## src/rtl/ser10b_pkg.sv

```systemverilog
// Shared constants, types and helpers for the 10-bit line serializer.
// Statistics counters are built only when SER10B_STATS_EN is defined.
package ser10b_pkg;

    localparam int WORD_W = 10;
    localparam logic [3:0] LAST_BIT = 4'(WORD_W - 1);

    localparam logic [WORD_W-1:0] K28P5_RDN = 10'b0011111010;
    localparam logic [WORD_W-1:0] K28P5_RDP = 10'b1100000101;

    typedef enum logic {
        RD_NEG = 1'b0,
        RD_POS = 1'b1
    } rd_e;

    typedef enum logic [1:0] {
        LD_DATA   = 2'd0,
        LD_COMMA1 = 2'd1,
        LD_COMMA2 = 2'd2
    } ld_kind_e;

    function automatic logic [3:0] ones_count(input logic [WORD_W-1:0] w);
        logic [3:0] cnt;
        cnt = 4'd0;
        for (int i = 0; i < WORD_W; i++) begin
            cnt = cnt + 4'(w[i]);
        end
        return cnt;
    endfunction

endpackage

```

## src/rtl/ser10b_rd_track.sv

```systemverilog
// Running-disparity legality check and next-RD computation for one
// loaded codeword, based on its ones-count.
module ser10b_rd_track
    import ser10b_pkg::*;
(
    input  logic [WORD_W-1:0] i_word,
    input  rd_e               i_rd,
    output rd_e               o_rd_next,
    output logic              o_illegal
);

    logic [3:0] w_ones;

    assign w_ones = ones_count(i_word);

    // NOTE: every output gets a default before the case so no latch is inferred.
    always_comb begin
        o_rd_next = i_rd;
        o_illegal = 1'b0;
        case (w_ones)
            4'd5: ;
            4'd6: begin
                if (i_rd == RD_NEG) o_rd_next = RD_POS;
                else                o_illegal = 1'b1;
            end
            4'd4: begin
                if (i_rd == RD_POS) o_rd_next = RD_NEG;
                else                o_illegal = 1'b1;
            end
            default: o_illegal = 1'b1;
        endcase
    end

endmodule

```

## src/rtl/ser10b_tx.sv

```systemverilog
// Serializer behind the 8B/10B encoder: one codeword per 10-bit slot, K28.5
// idle pairs when starved, RD tracking. Optional counters: SER10B_STATS_EN.
module ser10b_tx
    import ser10b_pkg::*;
#(
    parameter int CNT_W     = 16,
    parameter bit MSB_FIRST = 1'b1
) (
    input  logic              BITCLK,
    input  logic              RESET_N,
    input  logic [WORD_W-1:0] word_in,
    input  logic              word_valid,
    output logic              word_ready,
    output logic              serial_out,
    output logic              slot_start,
    output logic              idle_active,
    output logic              rd_pos,
    output logic              rd_err,
    output logic [CNT_W-1:0]  idle_cnt,
    output logic [CNT_W-1:0]  err_cnt
);

    logic [3:0]        r_bit_cnt;
    logic [WORD_W-1:0] r_shift;
    logic              r_pair_pend;
    rd_e               r_rd;
    logic              r_serial;
    logic              r_slot_start;
    logic              r_idle;
    logic              r_rd_err;

    logic              w_load;
    logic              w_xfer;
    ld_kind_e          w_kind;
    logic [WORD_W-1:0] w_word;
    logic [WORD_W-1:0] w_line;
    rd_e               w_rd_next;
    logic              w_illegal;

    assign w_load = (r_bit_cnt == LAST_BIT);
    // Gated by RESET_N so the handshake is quiet while the block is held in reset.
    assign word_ready = RESET_N && w_load && !r_pair_pend;
    assign w_xfer     = word_ready && word_valid;

    always_comb begin
        w_kind = LD_DATA;
        w_word = word_in;
        if (r_pair_pend) begin
            w_kind = LD_COMMA2;
            w_word = (r_rd == RD_POS) ? K28P5_RDN : K28P5_RDP;
        end else if (!word_valid) begin
            w_kind = LD_COMMA1;
            w_word = (r_rd == RD_POS) ? K28P5_RDP : K28P5_RDN;
        end
    end

    always_comb begin
        w_line = w_word;
        if (!MSB_FIRST) begin
            for (int i = 0; i < WORD_W; i++) begin
                w_line[i] = w_word[WORD_W-1-i];
            end
        end
    end

    ser10b_rd_track u_rd_track (
        .i_word    (w_word),
        .i_rd      (r_rd),
        .o_rd_next (w_rd_next),
        .o_illegal (w_illegal)
    );

    // NOTE: sequential state uses non-blocking assignments so every register
    // samples the pre-edge values of the others.
    always_ff @(posedge BITCLK or negedge RESET_N) begin
        if (!RESET_N) begin
            r_bit_cnt    <= LAST_BIT;
            r_shift      <= '0;
            r_pair_pend  <= 1'b0;
            r_rd         <= RD_NEG;
            r_serial     <= 1'b0;
            r_slot_start <= 1'b0;
            r_idle       <= 1'b0;
            r_rd_err     <= 1'b0;
        end else if (w_load) begin
            r_bit_cnt    <= 4'd0;
            r_serial     <= w_line[WORD_W-1];
            r_shift      <= {w_line[WORD_W-2:0], 1'b0};
            r_slot_start <= 1'b1;
            r_idle       <= (w_kind != LD_DATA);
            r_pair_pend  <= (w_kind == LD_COMMA1);
            r_rd_err     <= w_xfer && w_illegal;
            // Idle commas are disparity-neutral as a pair and never move RD.
            if (w_xfer) r_rd <= w_rd_next;
        end else begin
            r_bit_cnt    <= r_bit_cnt + 4'd1;
            r_serial     <= r_shift[WORD_W-1];
            r_shift      <= {r_shift[WORD_W-2:0], 1'b0};
            r_slot_start <= 1'b0;
            r_rd_err     <= 1'b0;
        end
    end

    assign serial_out  = r_serial;
    assign slot_start  = r_slot_start;
    assign idle_active = r_idle;
    assign rd_pos      = (r_rd == RD_POS);
    assign rd_err      = r_rd_err;

`ifdef SER10B_STATS_EN
    logic [CNT_W-1:0] r_idle_cnt;
    logic [CNT_W-1:0] r_err_cnt;

    always_ff @(posedge BITCLK or negedge RESET_N) begin
        if (!RESET_N) begin
            r_idle_cnt <= '0;
            r_err_cnt  <= '0;
        end else if (w_load) begin
            if (w_kind == LD_COMMA1 && !(&r_idle_cnt)) r_idle_cnt <= r_idle_cnt + CNT_W'(1);
            if (w_xfer && w_illegal && !(&r_err_cnt))  r_err_cnt  <= r_err_cnt + CNT_W'(1);
        end
    end

    assign idle_cnt = r_idle_cnt;
    assign err_cnt  = r_err_cnt;
`else
    assign idle_cnt = '0;
    assign err_cnt  = '0;
`endif

endmodule
```

## config.mk

```make
export PLATFORM = sky130hd
export DESIGN_NAME = ser10b_tx
export DESIGN_NICKNAME = d
export VERILOG_FILES = /design/src/rtl/ser10b_pkg.sv /design/src/rtl/ser10b_rd_track.sv /design/src/rtl/ser10b_tx.sv
export SDC_FILE = /design/constraint.sdc
export NUM_CORES = 1
export LEC_CHECK = 0
export CAP_MARGIN = 20
export CORE_MARGIN = 8
export CORE_UTILIZATION = 47
export CTS_CLUSTER_DIAMETER = 50
export DETAILED_ROUTE_END_ITERATION = 7
export HOLD_SLACK_MARGIN = 0.02
export PLACE_DENSITY = 0.84
export SKIP_LAST_GASP = 1
export SLEW_MARGIN = 20
export SYNTH_ARGS = -nofsm -noshare
export SYNTH_HDL_FRONTEND = slang
export SYNTH_SLANG_ARGS = --single-unit
```

## constraint.sdc

```tcl
create_clock -name BITCLK -period 11.37 [get_ports BITCLK]
set_clock_uncertainty 0.05 [all_clocks]
set_input_delay 2.8425 -clock BITCLK [delete_from_list [all_inputs] [get_ports BITCLK]]
set_output_delay 2.8425 -clock BITCLK [all_outputs]
set_load 0.02 [all_outputs]
```

* Yosys cells after proc, flatten, opt, wreduce, memory -nomap -nowiden *
Cells that the tools add are included.

cells by class
  add/subtract/negate cells = 10
  multiply operators = 0
  div/mod/pow operators = 0
  order comparisons = 0
  eq/ne operators = 5
  shifts and indexed selects = 0
  mux-type cells = 15
  bitwise gates (word level) = 0
  reductions and logical operators = 8

operators with widths
  kind                                                             count
  10-bit 2-to-1 mux                                                5
  4-bit by 1-bit adder with 4-bit output                           8
  4-bit by 3-bit == test with 1-bit output, second input constant  3
  1-bit 2-to-1 mux                                                 6
  4-bit by 1-bit adder with 4-bit output, second input constant    1
  4-bit == test, second input constant                             1
  1-bit logical AND                                                4
  4-bit 2-to-1 mux                                                 1
  2-bit nonzero test                                               2
  1-bit case mux with 3 select lines                               1
  3-bit AND reduction                                              1
  1-bit by 1-bit adder with 2-bit output                           1
  2-bit by 1-bit == test with 1-bit output, second input constant  1
  2-bit 2-to-1 mux                                                 1
  1-bit case mux with 2 select lines                               1
  1-bit logical NOT                                                1

word-level totals
  register bits = 20
  bits in latches = 0
  bits in writable memories = 0
  bits in read-only memories = 0
  input bits = 13
  output and inout bits = 38
  memories kept = 0

* Logic depth before layout (Yosys ltp) *
Gate-level depths: netlist (run 1).

  depth after elaboration = 16
  gate-level depth with buffers = 16
  gate-level depth less buffers = 16

* Modules after synthesis *
From an unflattened synthesis (run 1), not the netlist that was laid out.

unflattened totals
  cells, all modules = 161
  area, all modules = 1,565.3 sq um

modules (own cells, without submodules)
  module           instances  cells an instance  area an instance (sq um)
  ser10b_tx        1          130                1,298.7
  ser10b_rd_track  1          31                 266.5

* Worst setup path after synthesis (run 1) *
No wires, ideal clock.

  path type = input -> register
  from = input word_valid
  to = register r_rd (netlist: rd_pos)
  library setup time = 0.128 ns
  arrival time = 6.798 ns
  required time = 11.192 ns
  slack = 4.395 ns
  stages on the path = 16
  path buffers = 0
  cells stage by stage = nor2_1 -> nand2_1 -> o21ai_0 -> nor2_1 -> ha_1 -> inv_1 -> fa_1 -> fa_1 -> inv_1 -> fa_1 -> fa_1 -> fa_1 -> a211oi_1 -> mux2i_1 -> nor4_4 -> mux2_1

on the way
  word-level cells in the longest chain between the ends = 14

RTL lines
  item                                                  RTL line               text
  from (decl)                                           ser10b_tx.sv:12        input logic word_valid,
  10-bit 2-to-1 mux                                     ser10b_tx.sv:51        end else if (!word_valid) begin
  10-bit 2-to-1 mux                                     ser10b_tx.sv:48        if (r_pair_pend) begin
  1-bit by 1-bit adder with 2-bit output                ser10b_pkg.sv:26       cnt = cnt + 4'(w[i]);
  4-bit by 1-bit adder with 4-bit output (8 in series)  ser10b_pkg.sv:26
  4-bit by 3-bit == test with 1-bit output              ser10b_rd_track.sv:20  case (w_ones)
  2-bit nonzero test (no line)                          -
  3-bit AND reduction (no line)                         -
  to (signal assigned)                                  ser10b_tx.sv:94        if (w_xfer) r_rd <= w_rd_next;
  to (decl)                                             ser10b_tx.sv:26        rd_e r_rd;

Several ways; a longest one is shown, not always the timed one.
A chain may end at the register's enable or synchronous reset.

* Worst setup path in the final report (run 1) *
  from = input RESET_N
  to = output word_ready

on the way
  word-level cells in the longest chain between the ends = 2

RTL lines
  item                             RTL line         text
  from (decl)                      ser10b_tx.sv:10  input logic RESET_N,
  1-bit logical AND (2 in series)  ser10b_tx.sv:42  assign word_ready = RESET_N && w_load && !r_pair_pend;
  to (decl)                        ser10b_tx.sv:13  output logic word_ready,

Every way passes these cells.

==> results of run 1 <==
==> logic make-up (layout without fill, tap and decap cells) <==
group | Yosys count | after routing | share of synthesized area, %
buffers and inverters | 41 | 28 | 20.48
muxes | 4 | 4 | 3.214
AOI/OAI and AO/OA | 22 | 22 | 9.826
DFF | 19 | 19 | 35.08
other | 1 | 32 | 0.2752
adders and majority gates | 11 | 11 | 13.41
and+or+nand+nor | 40 | 40 | 16.44
xor gates and xnor gates | 2 | 2 | 1.286
==> sequential cells by signal, summed over array words and instances (netlist names) <==
| signal | cells |
|---|---|
| r_pair_pend | 1 |
| slot_start | 1 |
| serial_out | 1 |
| rd_err | 1 |
| r_bit_cnt | 4 |
| r_shift | 9 |
| rd_pos | 1 |
| idle_active | 1 |
==> final timing paths <==
check / endpoint / from / depth (start not counted)
worst max-delay path: word_ready / RESET_N / 3
worst min-delay path: r_shift[2] / r_shift[1] / 2
worst max register to register: rd_pos / r_pair_pend / 14
worst min register to register: r_shift[2] / r_shift[1] / 2
max in group asynchronous: serial_out / RESET_N / 1
min in group asynchronous: idle_active / RESET_N / 1
==> Yosys cell counts, drive strengths merged <==
cell type / count
nor3b: 2
fa: 6
o21ai: 10
inv: 5
xor2: 1
nor2: 10
conb: 1
nand3b: 1
nor4: 1
dfrtp: 17
a31oi: 1
mux2: 3
nand2b: 2
a211oi: 3
nand3: 2
nand2: 17
nor2b: 4
mux2i: 1
dfstp: 2
o211ai: 2
ha: 5
a21oi: 2
xnor2: 1
nor3: 1
buf: 35
o31ai: 4
clkinv: 1
==> worst max-delay path: cells and delay by family <==
family                 cells  cell delay [ns]
buffers and inverters      2             1.72
AND/OR/NAND/NOR            1             0.28
==> area by class of cell <==
| cell class | instances | share of cell area [%] |
|---|---|---|
| timing repair buffer | 18 | 12.27 |
| tap | 31 | 2.641 |
| inverter | 6 | 1.618 |
| multi-input combinational | 111 | 49.15 |
| clock buffer | 4 | 1.789 |
| sequential | 19 | 32.54 |
==> through the flow <==
stage               setup slack [ns]  instance area [sq um]  utilization, %  instances
floorplan                      4.395                   1479               -        171
global placement               3.665                   1443           52.31        185
detailed placement             3.523                   1443           52.31        185
CTS                            3.547                   1469           53.27        189
global route                   3.435                   1469           53.27        189
finish                         3.632                   1469           53.27        189
==> per-layer routing <==
metal  global-route usage [%]  wire (um)  vias up  part of all wire [%]
met3                    2.289        100        4                   3.8
met4                    4.688         42        0                   1.6
met1                    11.76       1082      431                    41
li1                         -          -      433                     -
met2                    19.29       1400       32                    53
met5                        0          0        -                     0
==> where the power goes <==
group | switching, W | internal, W | total [W]
sequential | 0.00000375 | 0.0000721 | 0.0000758
combinational | 0.000140 | 0.000107 | 0.000247
clock | 0.0000195 | 0.0000137 | 0.0000332
total | 0.000164 | 0.000192 | 0.000356
==> results.txt, run 1 <==
Final Cycle Share - 68.05%
Worst skew pair latency - 0.30 ns
FILL cells - 258
Cell Area, Synth - 1363 sq um
First-pass GRT wire length - 4422 um
Max-Cap Viols - 0
CP required - 8.48 ns
CP cell instances - clkdlybuf4s50_1 -> nor3b_1 -> clkdlybuf4s50_1
Syn avg cell area - 9.733 sq um
Pins Over Slew Limit - 0
Bufs on Longest Clock Path - 2
Leak - 0.7197 nW
Num ports - 51
Synth area leader - dfrtp_1
Chip width - 69.84 um
Total number of vias - 900
I/O Buffers - 18
TritonCTS clock tree - built
Synth Register Bits - 19
Setup tns final - 0 ns
Syn Inst Count - 140
Worst R2R Setup Slack - 6.27 ns
Crit Path Category - in -> out
Num CTS Buffers - 3
Largest net degree at the start of global routing - 22
Slowest cell on crit path - clkdlybuf4s50_1
Core Rows - 19
DRT iter0 DRCs - 14
Nets - 183
Clk root buf - clkbuf_4
Final hold violations - 0
Worst Path Arrival - 4.85 ns
Count of cell types in the netlist - 32
Crit end category - output pin
Post-synth top area share - 31.22%
Vias in the first global route - 995
Vias per cell - 4.762
Multi-input logic area - 721.9 sq um
Total gr overflow - 0
Ant diodes - 0
Sink Count - 19
RSZ-0062 raised after global routing - no
Core Region - 2758 sq um
Worst-path clk slew - 0.11 ns
Final Total Pwr - 0.0003559 W
Sequential share of the synthesized area - 35.08%
GP Congestion - 0.8145
Share of cells above drive strength 1 - 8.228%
Fmax - 129.2 MHz
Worst slew margin - 39.33%
PD cells - 242.3 nW/um^2
Final min period - 7.738 ns
Worst-path fanout max - 21
Die area - 4878 sq um
Wirelength, routed - 2625 um
Initial antenna violation count - 0
H-tree levels - 1
CTS resizes - 0
Die extent in y - 69.84 um
Commonest non-fill, non-tap cell in the layout - conb_1
Commonest non-fill, non-tap cells in the layout - conb_1, clkdlybuf4s50_1, nand2_1, dfrtp_1
Peak VDD IR - 325.5 uV
Sequential cell area - 478.0 sq um
Worst hold slack - 0.4008 ns
Post-CTS Hold Buffers - 0
Drt first pass iters - 4
Global router's overall resource usage - 10.76%
Initial Util - 49.41%
Antenna Nets Post-Route - 0
Synth Warn # - 0
CP startpoint kind - primary input
Crit path top cell by count - clkdlybuf4s50_1
Worst hold path class - reg -> reg
DP HPWL - 2204 um
WL/cell - 13.89 um
CP peak stage delay - 1.07 ns
Area Overhead vs Synth - 7.805%
# Post-CTS Setup Buffers - 0
Final setup vio count - 0
Slew @ Worst Pin - 0.9073 ns
Largest cells by area after synthesis - dfrtp_1, buf_4, fa_1, nand2_1, ha_1
Remaining routing DRC violations - 0
Status - finished, final reports clean
Note: power is estimated with default switching activity, not from simulation.
==> inputs of run 2 (changes only) <==
Settings changed: CORE_UTILIZATION 47 to 44, PLACE_DENSITY 0.84 to 0.8.
Clock period 11.37 ns to 7.7 ns, I/O delays scaled along.
==> run 2 against run 1 <==
  * Critical endpoint is now rd_pos
  * Sequential share of layout area shrank 0.25 points
  * Clock power grew 50%
  * Final cell count grew 1.6%
  * Combinational power grew 49%
  * Wire length shrank 2.2%
  * Worst setup slack lost 2.4 ns
==> results.txt, run 2 (synthesis gave the netlist of run 1 again) <==
Status - finished, final reports clean
Worst-path clk slew - 0.11 ns
Remaining routing DRC violations - 0
Setup tns final - 0 ns
Setup WS pre-CTS - 0.9069 ns
Final Cycle Share - 84.32%
Drt first pass iters - 4
I/O Buffers - 18
Crit Path Category - in -> reg
Initial antenna violation count - 0
NetSw - 0.0002480 W
Chip width - 71.65 um
Final Util - 49.29%
Max FFs per register - 9
TritonCTS clock tree - built
FILL cells - 294
Antenna Nets Post-Route - 0
Commonest non-fill, non-tap cells in the layout - conb_1, clkdlybuf4s50_1, nand2_1, dfrtp_1
RSZ-0062 raised after global routing - no
Setup ws final - 1.208 ns
Commonest non-fill, non-tap cell in the layout - conb_1
Total gr overflow - 0
Bufs on Longest Clock Path - 2
Area Overhead vs Synth - 8.632%
DRT iter0 DRCs - 21
Crit end category - register
CTS resizes - 0
Most flop-heavy register - r_shift
Leak - 0.7273 nW
Slew @ Worst Pin - 0.6393 ns
Worst skew pair latency - 0.29 ns
Final hold violations - 0
Worst hold path class - reg -> reg
Peak VDD IR - 279.3 uV
Nets - 184
Internal power - 0.0002827 W
Largest net degree at the start of global routing - 22
Sequential share of power - 21.0%
Wl on met1 - 1013 um
Pins Over Slew Limit - 0
Die extent in y - 71.65 um
H-tree levels - 1
Met3 Wirelength - 105 um
Total number of vias - 898
Die area - 5134 sq um
Ant diodes - 0
Worst-path fanout max - 8
Vias per cell - 4.677
Core Region - 3003 sq um
Initial Util - 45.38%
# Post-CTS Setup Buffers - 0
Sink Count - 19
Core Rows - 20
Share of cells above drive strength 1 - 9.434%
Num ports - 51
Fmax - 154.0 MHz
WL/cell - 13.36 um
Final min period - 6.492 ns
Vias in the first global route - 973
Global router's overall resource usage - 11.16%
Max-Cap Viols - 0
Final setup vio count - 0
Wirelength, routed - 2566 um
Clk root buf - clkbuf_4
Largest registers - r_shift x9, r_bit_cnt x4
Logic pwr share - 69.6%
First-pass GRT wire length - 4554 um
DR top layer - met4
CP startpoint kind - primary input
Clk pwr share - 9.4%
Worst Path Arrival - 6.63 ns
Sw Ratio - 46.73%
Sequential cell area - 478.0 sq um
Num CTS Buffers - 3
PD cells - 358.5 nW/um^2
CP required - 7.84 ns
GP Congestion - 0.8156
Met2 WL - 1413 um
Post-CTS Hold Buffers - 0
DP HPWL - 2144 um
Multi-input logic area - 721.9 sq um
Worst slew margin - 57.29%
run 2: changes by cell type in the layout (fill, tap and decap cells not counted):
cell      change
clkbuf_1      -1
buf_4         +1
clkinv_2      +1
run 2: critical path, cell delays in order:
cell and delay, ns:
clkdlybuf4s50_1 0.46, nor2_1 0.16, nand2_1 0.18, o21ai_0 0.16, nor2_1 0.07, ha_1 0.29
inv_1 0.05, fa_1 0.51, fa_1 0.55, inv_1 0.06, fa_1 0.50, fa_1 0.48
fa_1 0.39, a211oi_1 0.17, mux2i_1 0.17, nor4_4 0.16, mux2_1 0.34
run 2: worst paths after layout:
path,slack (ns),startpoint,to,cells after the start
min in group asynchronous,1.91,RESET_N,r_shift[3],2
min reg2reg,0.43,r_shift[4],r_shift[5],2
max,1.21,word_valid,rd_pos,17
min,0.43,r_shift[4],r_shift[5],2
max reg2reg,2.68,r_pair_pend,rd_pos,14
max in group asynchronous,5.41,RESET_N,r_bit_cnt[0],2
run 2: metal layers:
metal  track usage, %  up-vias
met5                0        -
met4            6.803        0
met3            2.789        2
met2            19.84       22
met1            11.46      437
li1                 -      437
run 2: layout make-up:
| type | count | area share [%] |
|---|---|---|
| clock buffer | 3 | 1.522 |
| clock inverter | 1 | 0.3381 |
| inverter | 6 | 1.606 |
| multi-input combinational | 111 | 48.77 |
| sequential | 19 | 32.29 |
| tap | 33 | 2.790 |
| timing repair buffer | 19 | 12.68 |
run 2: power groups by stage:
stage,sequential (W),combinational [W],clock (W)
global placement,0.000113,0.000350,0
floorplan,0.000117,0.000304,0
CTS,0.000112,0.000377,0.0000518
global route,0.000113,0.000413,0.0000561
finish,0.000112,0.000369,0.0000497
detailed placement,0.000114,0.000375,0
run 2: stage by stage:
stage               cell area [sq um]  instances  hold slack [ns]  total power (W)
floorplan                        1479        171           0.3741        0.0004213
CTS                              1480        192           0.4279        0.0005403
detailed placement               1453        188           0.3969        0.0004883
global placement                 1453        188           0.3814        0.0004629
finish                           1480        192           0.4265        0.0005307
global route                     1480        192           0.4503        0.0005819
==> inputs of run 3 (changes only) <==
Clock period 7.7 ns to 6.35 ns, I/O delays scaled along.
==> run 3 against run 2 <==
  * Wire length is 15% higher
  * Largest power group unchanged
  * Via count increased by 8.6%
  * Total power rose by 31%
  * Final cell count rose by 2.6%
  * Worst hold slack got worse by 0.0099 ns
  * Largest cell class unchanged
  * Highest routed layer unchanged
  * Die area unchanged
  * Non-clock buffer count rose by 5
==> results.txt, run 3 (synthesis gave the netlist of run 1 again) <==
I/O Buffers - 18
Commonest non-fill, non-tap cell in the layout - conb_1
Bufs on Longest Clock Path - 2
GP Congestion - 0.8981
Worst slew margin - 58.15%
Num CTS Buffers - 3
Nets - 189
Peak VDD IR - 631.7 uV
Crit end category - register
DP HPWL - 2469 um
DRT iter0 DRCs - 28
Final setup vio count - 0
TritonCTS clock tree - built
CP peak stage delay - 0.56 ns
Sink Count - 19
Status - finished, final reports clean
Ant diodes - 0
Met3 Wirelength - 170 um
Die area - 5134 sq um
Drt first pass iters - 4
Global router's overall resource usage - 11.73%
H-tree levels - 1
Largest net degree at the start of global routing - 22
Area Overhead vs Synth - 12.31%
Most flop-heavy register - r_shift
Crit path top cell by count - fa_1
Leak - 0.7507 nW
CP cell instances - clkdlybuf4s50_1 -> nor2_2 -> nand2_2 -> o21ai_0 -> nor2_1 -> ha_1 -> inv_1 -> fa_1 -> fa_1 -> inv_1 -> fa_1 -> fa_1 -> fa_1 -> a211oi_2 -> mux2i_2 -> nor4_4 -> mux2_1
Final Util - 50.96%
Die extent in y - 71.65 um
Worst-path clk slew - 0.11 ns
Wirelength, routed - 2953 um
Final hold violations - 0
CP startpoint kind - primary input
Core Rows - 20
Sum of buffers and inverters on the critical path - 3
PD cells - 454.2 nW/um^2
CP delay by family, top - adder cells
Vias in the first global route - 1097
DR top layer - met4
Final instance area - 1530 sq um
Commonest non-fill, non-tap cells in the layout - conb_1, clkdlybuf4s50_1, dfrtp_1, nand2_1, o21ai_0
Share of cells above drive strength 1 - 14.02%
First-pass GRT wire length - 4816 um
Initial antenna violation count - 0
RSZ-0062 raised after global routing - no
Remaining routing DRC violations - 0
Setup tns final - 0 ns
Final min period - 6.147 ns
CP required - 6.49 ns
Clk root buf - clkbuf_4
Worst-path fanout max - 8
Antenna Nets Post-Route - 0
Fmax - 162.7 MHz
Worst skew pair latency - 0.30 ns
Chip width - 71.65 um
Total number of vias - 975
Post-CTS Hold Buffers - 0
Setup ws final - 0.2030 ns
Largest registers - r_shift x9, r_bit_cnt x4
WL/cell - 14.99 um
Met2 WL - 1688 um
Final Cycle Share - 96.80%
Slew @ Worst Pin - 0.6264 ns
Max FFs per register - 9
Wl on met1 - 1017 um
Worst Path Arrival - 6.28 ns
Pins Over Slew Limit - 0
Core Region - 3003 sq um
Setup WS pre-CTS - -0.2118 ns
Initial Util - 45.38%
Crit Path Category - in -> reg
Max-Cap Viols - 0
Dpl cell area - 1490 sq um
Slowest cell on crit path - fa_1
Total gr overflow - 0
Num ports - 51
Vias per cell - 4.949
Worst hold path class - reg -> reg
[run 3: final timing paths]
check | from | endpoint | slack, ns | cells after the start
max in group asynchronous | RESET_N | r_bit_cnt[0] | 4.39 | 2
min in group asynchronous | RESET_N | r_bit_cnt[1] | 1.57 | 2
hold / removal | r_shift[3] | r_shift[4] | 0.42 | 2
setup / recovery | word_valid | rd_pos | 0.20 | 17
hold reg to reg | r_shift[3] | r_shift[4] | 0.42 | 2
setup reg to reg | r_pair_pend | rd_pos | 1.25 | 14
[run 3: report_power, final]
group / leakage (nW) / internal (W) / switching, W
Combinational: 0.481 / 0.000218 / 0.000279
Clock: 0.0150 / 0.0000245 / 0.0000376
Sequential: 0.255 / 0.000129 / 0.00000778
Total: 0.751 / 0.000371 / 0.000324
[run 3: final cells by class]
class | instances | area [sq um]
Timing Repair Buffer | 24 | 225.2
Inverter | 6 | 23.77
Tap cell | 33 | 41.29
Sequential cell | 19 | 478.0
Fill cell | 278 | 1473
Clock buffer | 4 | 26.28
Multi-Input combinational cell | 111 | 735.7
[run 3: worst min-delay path: stages (launching register included)]
cell and delay (ns):
dfrtp_1 0.34, nand2_1 0.04, o31ai_1 0.05
[run 3: metal layers]
layer | vias up | track usage [%]
li1 | 445 | -
met1 | 477 | 10.36
met2 | 43 | 21.96
met3 | 10 | 2.789
met4 | 0 | 9.524
met5 | - | 0
[run 3: repair_timing]
action,CTS,global route
endpoints found under the setup margin,0,1
resized for setup,0,4
buffers inserted,0,0
[run 3: through the flow]
step / hold slack (ns) / cells / power, W
6_report: 0.4166 / 197 / 0.0006951
5_1_grt: 0.4366 / 197 / 0.0007614
4_1_cts: 0.4174 / 197 / 0.0006628
3_5_place_dp: 0.3931 / 193 / 0.0005956
3_3_place_gp: 0.3819 / 193 / 0.0005685
2_1_floorplan: 0.3741 / 171 / 0.0005109
